--- config.mk ---
export PLATFORM = sky130hd
export DESIGN_NAME = fib_sink
export DESIGN_NICKNAME = d
export VERILOG_FILES = /design/src/rtl/fib_sink.sv
export SDC_FILE = /design/constraint.sdc
export NUM_CORES = 1
export LEC_CHECK = 0
export CAP_MARGIN = 10
export CELL_PAD_IN_SITES_DETAIL_PLACEMENT = 1
export CELL_PAD_IN_SITES_GLOBAL_PLACEMENT = 2
export CORE_ASPECT_RATIO = 1.1
export CORE_MARGIN = 2
export CORE_UTILIZATION = 40
export DETAILED_ROUTE_END_ITERATION = 6
export DONT_BUFFER_PORTS = 1
export GPL_ROUTABILITY_DRIVEN = 0
export PLACE_DENSITY = 0.9
export SYNTH_ARGS = -nofsm -noshare
export SYNTH_HDL_FRONTEND = slang
export SYNTH_SLANG_ARGS = --single-unit
--- constraint.sdc ---
create_clock -name clk -period 2.7 [get_ports clk]
set_clock_uncertainty 0.15 [all_clocks]
set_input_delay 0.135 -clock clk [delete_from_list [all_inputs] [get_ports clk]]
set_output_delay 0.135 -clock clk [all_outputs]
set_load 0.005 [all_outputs]
--- src/rtl/fib_sink.sv ---
`default_nettype none
// ============================================================================
// Module      : fib_sink
// Description : Consumer end of the Fibonacci term stream. Requests one term
//               per f_en pulse and checks each returned value against a local
//               recomputation of the sequence. Presents the last good term,
//               its index and status flags. Stops after index 24 (46368), the
//               last term that fits in 16 bits.
// Ports       : clk, rst           - clock, synchronous active-high reset
//               start              - level; (re)starts a run from IDLE/DONE/ERR
//               f_valid, f_out     - term strobe and value from the generator
//               f_en               - one-cycle request pulse to the generator
//               term, term_idx     - last accepted term and its index
//               term_strobe        - pulses when term/term_idx update
//               busy, done         - run in progress / run complete
//               seq_err            - ERR caused by a value mismatch
//               timeout_err        - ERR caused by a missing response
//               proto_err          - sticky; spurious f_valid seen
// Revision    : 1.0 - initial release
// ============================================================================
module fib_sink #(
   parameter int PACE_CYCLES    = 5_000_000,
   parameter int TIMEOUT_CYCLES = 1024
) (
   input  logic        clk,
   input  logic        rst,
   input  logic        start,
   input  logic        f_valid,
   input  logic [15:0] f_out,
   output logic        f_en,
   output logic [15:0] term,
   output logic [4:0]  term_idx,
   output logic        term_strobe,
   output logic        busy,
   output logic        done,
   output logic        seq_err,
   output logic        timeout_err,
   output logic        proto_err
);

   // One shared counter serves both PACE and WAIT, so it is sized for the
   // larger of the two limits.
   localparam int c_CNT_MAX = (PACE_CYCLES > TIMEOUT_CYCLES) ? PACE_CYCLES : TIMEOUT_CYCLES;
   localparam int c_CNT_W   = $clog2(c_CNT_MAX + 1);

   localparam logic [c_CNT_W-1:0] c_PACE_LAST = c_CNT_W'(PACE_CYCLES - 1);
   localparam logic [c_CNT_W-1:0] c_TMO_LAST  = c_CNT_W'(TIMEOUT_CYCLES - 1);
   localparam logic [c_CNT_W-1:0] c_CNT_ONE   = c_CNT_W'(1);
   localparam logic [4:0]         c_LAST_IDX  = 5'd24;

   localparam logic [2:0] S_IDLE = 3'd0;
   localparam logic [2:0] S_PACE = 3'd1;
   localparam logic [2:0] S_REQ  = 3'd2;
   localparam logic [2:0] S_WAIT = 3'd3;
   localparam logic [2:0] S_DONE = 3'd4;
   localparam logic [2:0] S_ERR  = 3'd5;

   logic [2:0]         r_state;
   logic [16:0]        r_exp_a;
   logic [16:0]        r_exp_b;
   logic [c_CNT_W-1:0] r_cnt;
   logic [4:0]         r_acc;
   logic [15:0]        r_term;
   logic [4:0]         r_term_idx;
   logic               r_strobe;
   logic               r_seq;
   logic               r_tmo;
   logic               r_proto;

   logic [16:0]        w_sum;
   logic               w_match;

   assign w_sum   = r_exp_a + r_exp_b;
   // f_out is zero-extended, so an expected value with bit 16 set can never
   // match: overflow surfaces as a sequence error instead of wrapping.
   assign w_match = ({1'b0, f_out} == r_exp_a);

   always_ff @(posedge clk) begin
      if (rst) begin
         r_state    <= S_IDLE;
         r_exp_a    <= 17'd0;
         r_exp_b    <= 17'd1;
         r_cnt      <= '0;
         r_acc      <= 5'd0;
         r_term     <= 16'd0;
         r_term_idx <= 5'd0;
         r_strobe   <= 1'b0;
         r_seq      <= 1'b0;
         r_tmo      <= 1'b0;
         r_proto    <= 1'b0;
      end else begin
         r_strobe <= 1'b0;

         // A valid outside WAIT (including the REQ cycle itself) is a
         // protocol violation; it is flagged but has no other effect.
         if (f_valid && (r_state != S_WAIT)) begin
            r_proto <= 1'b1;
         end

         case (r_state)
            S_IDLE, S_DONE, S_ERR: begin
               if (start) begin
                  r_state <= S_REQ;
                  r_exp_a <= 17'd0;
                  r_exp_b <= 17'd1;
                  r_acc   <= 5'd0;
                  r_seq   <= 1'b0;
                  r_tmo   <= 1'b0;
                  r_proto <= 1'b0;
               end
            end

            S_REQ: begin
               r_cnt   <= '0;
               r_state <= S_WAIT;
            end

            S_WAIT: begin
               r_cnt <= r_cnt + c_CNT_ONE;
               if (f_valid) begin
                  if (w_match) begin
                     r_term     <= f_out;
                     r_term_idx <= r_acc;
                     r_strobe   <= 1'b1;
                     r_exp_a    <= r_exp_b;
                     r_exp_b    <= w_sum;
                     r_acc      <= r_acc + 5'd1;
                     r_cnt      <= '0;
                     r_state    <= (r_acc == c_LAST_IDX) ? S_DONE : S_PACE;
                  end else begin
                     r_seq   <= 1'b1;
                     r_state <= S_ERR;
                  end
               end else if (r_cnt == c_TMO_LAST) begin
                  r_tmo   <= 1'b1;
                  r_state <= S_ERR;
               end
            end

            S_PACE: begin
               if (r_cnt == c_PACE_LAST) begin
                  r_state <= S_REQ;
               end else begin
                  r_cnt <= r_cnt + c_CNT_ONE;
               end
            end

            default: begin
               r_state <= S_IDLE;
            end
         endcase
      end
   end

   // Status outputs are decoded from state so busy falls on the same edge
   // that done or an error flag rises.
   assign f_en        = (r_state == S_REQ);
   assign busy        = (r_state == S_PACE) || (r_state == S_REQ) || (r_state == S_WAIT);
   assign done        = (r_state == S_DONE);
   assign seq_err     = (r_state == S_ERR) && r_seq;
   assign timeout_err = (r_state == S_ERR) && r_tmo;
   assign proto_err   = r_proto;
   assign term        = r_term;
   assign term_idx    = r_term_idx;
   assign term_strobe = r_strobe;

endmodule
`default_nettype wire

* After elaboration in Yosys (flattened, before gate mapping)
Cells that the tools add are included.
** Operators by class
- Add/sub/neg operators :: 3
- Multipliers :: 0
- Div/mod/pow operators :: 0
- Magnitude comparators :: 0
- Eq/ne operators :: 19
- Shifts and indexed selects :: 0
- Muxes and demuxes :: 34
- Bitwise operators :: 2
- Reduce and logical (&&, ||, !) cells :: 16
** Operator list (count)
- $mux W17 :: 6
- $mux W23 :: 3
- $pmux W23 S3 :: 1
- $pmux W17 S2 :: 2
- $add A23 B1 Y23 const B :: 1
- $eq A23 B10 Y1 const B :: 1
- $eq A23 B23 Y1 const B :: 1
- $mux W3 :: 6
- $add A17 B17 Y17 :: 1
- $eq A16 B17 Y1 :: 1
- $ne A2 B2 Y1 const B :: 8
- $mux W5 :: 3
- $pmux W3 S4 :: 1
- $reduce_and A4 Y1 :: 3
- $pmux W5 S2 :: 1
- $mux W1 :: 9
- $eq A3 B2 Y1 const B :: 2
- $eq A3 B3 Y1 const B :: 2
- $reduce_and A3 Y1 :: 2
- $reduce_or A3 Y1 :: 2
- $add A5 B1 Y5 const B :: 1
- $eq A5 B5 Y1 const B :: 1
- $pmux W1 S2 :: 2
- $eq A3 B1 Y1 const B :: 1
- other kinds (9) :: 13
** Word-level totals
- Flip-flop bits (word level) :: 90
- Latch bits :: 0
- RAM bits :: 0
- Bits in read-only memories :: 0
- Input bits :: 20
- Output and inout port bits :: 28
- Logic and storage cells :: 85
- Memories :: 0

* Logic depth before layout (Yosys ltp)
- Word-level depth :: 5
- Depth in mapped cells :: 9
- Mapped depth without buffers :: 9

* Worst setup path before layout
Ideal clock, no wire load.
- Kind :: reg-to-reg
- Start :: reg r_exp_a[0]
- End :: reg r_exp_b[16]
- Setup time :: 0.062 ns
- Arrival :: 2.011 ns
- Required time :: 2.488 ns
- Path slack :: 0.477 ns
- Stages on the path, launching flop included :: 10
- Path buffers :: 0
- Period minus slack after synthesis :: 2.223 ns
- Cell sequence :: dfxtp_1 > ha_1 > inv_1 > fa_1 > nand2b_1 > a21oi_1 > o21ai_0 > mux2i_1 > a2111o_1 > nand3_1
** On the way
- Word-level cells in the longest chain between the ends :: 4
- Elaborated cells on any way between the ends :: 7
- Those cells by class :: add/sub: 1; eq/ne: 2; mux: 3; reduce/logical: 1
** Ends and longest elaborated chain
- start: declaration :: RTL line 59 : logic [16:0] r_exp_a;
- start signal: assignment :: RTL line 125 : r_exp_a <= r_exp_b;
- $add A17 B17 Y17 :: RTL line 73 : assign w_sum = r_exp_a + r_exp_b;
- $mux W17 :: RTL line 121 : if (w_match) begin
- $mux W17 :: RTL line 120 : if (f_valid) begin
- $pmux W17 S2 :: RTL line 100 : case (r_state)
- end signal: assignment :: RTL line 126 : r_exp_b <= w_sum;
- end: declaration :: RTL line 60 : logic [16:0] r_exp_b;
Several ways; a longest one is shown, not always the timed one. The select of a mux whose other input is x is not followed.
A chain may end at the register's enable or synchronous reset.

* Worst setup path after layout
- Start :: reg r_exp_a[15]
- End :: reg r_acc[0]
** On the way
- Word-level cells in the longest chain between the ends :: 3
** Ends and longest elaborated chain
- $eq A16 B17 Y1 :: RTL line 76 : assign w_match = ({1'b0, f_out} == r_exp_a);
- $ne A2 B2 Y1 (no source line)
- $reduce_and A4 Y1 (no source line)
- end signal: assignment :: RTL line 127 : r_acc <= r_acc + 5'd1;
- end: declaration :: RTL line 62 : logic [4:0] r_acc;
Every way passes these cells.

==> results.toml <==
[global_route]
grt_max_degree = 33
antenna_found_initial = 0
grt_pass1_wl_microns = 22100
grt_usage = 0.221
grt-ovfl-total = 0
grt_pass1_vias = 4355

[final_layout]
n_fill_cell = 1358
nets = 584
drive_gt1_frac = 0.102
ff_latch_area_sq_um = 1800
n_antenna_cell = 0
multi_input_area_sq_um = 2820
synthToLayoutAreaGrowth_pct = 14.2
mostFrequentLayoutCell = "dfxtp_1"
final_cell_mix = "dfxtp_1 (90), nor2_1 (71), xor2_1 (31)"
final_util = 0.463

[power]
leakage_nw = 2.06
ir_drop_uv = 259
power-per-cell-area_nw_per_um2 = 517
power_mw = 2.84

[synthesis]
yosys.area_share.adder = 0.0536
syn-mean-instance-area_sq_um = 9.24
yosys.area_share.simple = 0.213
async_reset_ff_frac = 0
synth_top_family_by_area = "simple AND/OR/NAND/NOR gates"
synth-compound-area-share = 0.176
synthMuxAreaShare = 0.0567
synth_xor_area_frac = 0.0874
synth.net_count = 561
synth_edf_count = 0
synth-main-ff-cell = "dfxtp_1"
netlist_area_sq_um = 4810
synth_cell_types = 69
ys_warn_count = 0
synth_seq_cells = 90
syn_inst = 521
yosysSeqAreaShare = 0.374

[floorplanning]
fp.dieW_microns = 109
die_y_microns = 119
die-area_sq_um = 12900
core-area_sq_um = 11900
std_cell_rows = 42
initial_core_util = 0.405
io_pins = 48

[sta]
hold_viol = 0
timing.fmax_ghz = 0.392
rsz0062_at_grt = "no"
tightest_slew_ns = 0.592
setup_ws_ns = 0.147
timing.final.crit_period_ns = 2.55
setup_viol = 0
max_slew_margin = 0.605
drv_slew = 0
fin_crit_sh = 0.946
finalSetupTns_ns = 0

[placement]
portBuffers = 0
place.detailed.hpwl_microns = 9310
dp_slack_ns = 0.130

[setup_path]
reg2reg_slack_ns = 0.15
rr_worst_depth = 7
startpoint_type = "flop"
regToRegStartpoint = "r_exp_a[15]"
critical_path_class = "flop to flop"
cp_max_fo = 21
crit_path_end_kind = "flop"
required_ns = 2.84
timing.rr.end = "r_acc[0]"
critPathArrivalTime_ns = 2.70

[clock_network]
clock_path_buffers = 2
cts_made_buffers = 9
cts_tree = "done"
htreeDepth = 3
cts.clk_slew.worst_paths_ns = 0.07
cts_sinks = 90
cts_root_buffer = "clkbuf_16"
clock_latency_ns = 0.35
cts_setup_buffers = 0

[detailed_routing]
drt-vias-per-instance = 5.72
drc = 0
wire_per_inst_microns = 18.9
vias = 4018
drt-pass1-iter-count = 4
drtIter0Drc = 116
drt-total-wl_microns = 13300
ant_nets = 0

[min_path]
min_path_cells = 2
hold_class = "input port to flop"
holdCritStartpoint = "f_valid"
min_to = "r_exp_b[2]"

[status]
outcome = "complete, no violations"

[flow_run]
max_cap_violations = 0
worst max-delay path by stage:
stage / cells after the start / to / from
after floorplan: 9 / r_exp_b[16] / r_exp_a[0]
after global placement: 9 / r_exp_b[16] / r_exp_a[0]
after detailed placement: 9 / r_exp_b[16] / r_exp_a[0]
after CTS: 7 / r_acc[0] / r_exp_a[15]
after global routing: 9 / r_exp_b[8] / r_exp_a[0]
final: 7 / r_acc[0] / r_exp_a[15]
sequential cells by signal, indices dropped and copies added (netlist names):
signal,cells
term_idx,5
proto_err,1
r_exp_b,17
r_cnt,23
term,16
r_state,3
r_tmo,1
r_exp_a,17
term_strobe,1
r_acc,5
r_seq,1
per-stage QoR:
stage,cell area [sq um],hold WS [ns],std cells
2_1_floorplan,4810,0.132,521
3_3_place_gp,4950,0.0663,664
3_5_place_dp,4950,0.0660,664
4_1_cts,5470,0.0147,701
5_1_grt,5500,0.0206,703
6_report,5500,0.0261,703
report_power, final:
group          switching (mW)  internal, mW  total (mW)
combinational           0.125        0.0832       0.208
clock                   0.559         0.724        1.28
sequential             0.0135          1.34        1.35
synthesized netlist by cell type, drive strengths merged, types with 3 or more instances:
library cell  instances  share of area
mux2i                25          0.052
a22o                 20          0.036
a211oi                6         0.0094
nor4                  9          0.024
nand2b                7         0.0096
buf                  10          0.017
a21o                  4         0.0062
clkbuf               11          0.011
o21a                  3         0.0047
nor3                 10          0.011
and3                  7         0.0094
and2                  4         0.0052
dfxtp                90           0.37
a21oi                21          0.023
o32ai                 4         0.0073
o21ai                16          0.019
and4                  3         0.0055
nor2b                 5         0.0065
a2111oi               3         0.0068
nand3                17          0.020
xor2                 31          0.056
xnor2                17          0.031
nand4                14          0.018
o41ai                 3          0.012
ha                   19          0.049
a31oi                 5         0.0065
a31o                  4         0.0073
or3                   3         0.0039
inv                  16          0.012
nor2                 74          0.059
o2bb2ai               3         0.0055
nand2                29          0.023
o211ai                3         0.0047
final cells by class:
cell class	instances	share of cell area
multi-input combinational	394	0.513
sequential	90	0.328
timing repair buffer	33	0.0583
clock buffer	9	0.0410
tap	154	0.0351
clock inverter	7	0.0139
inverter	16	0.0112
cell families (layout without fill, tap and decap cells):
kind of cell | after synthesis | in the layout
xor gates and xnor gates | 48 | 48
AOI/OAI and AO/OA | 108 | 108
muxes | 27 | 27
adders and majority gates | 20 | 20
and+or+nand+nor | 191 | 191
DFF | 90 | 90
buffers and inverters | 37 | 65
worst max-delay path: stages (launching register included):
cell and delay [ns]:
dfxtp_1 0.44, xor2_1 0.10, nor3_1 0.43, nand3_4 0.23
nor3_2 0.25, nand3_1 0.31, clkinv_2 0.37, mux2_2 0.21
timing repair:
action / in CTS / in global routing
endpoints found under the hold margin: 37 / 2
hold buffers: 21 / 1
gates resized for setup: 0 / 2
endpoints found under the setup margin: 0 / 22
routing by layer:
metal / up-vias / wire length, microns / GRT usage
met5: - / 0 / 0
met4: 0 / 367 / 0.0946
met3: 24 / 649 / 0.0432
met2: 78 / 6730 / 0.392
met1: 1971 / 5520 / 0.253
li1: 1945 / - / -
(Power assumes the default switching activity.)
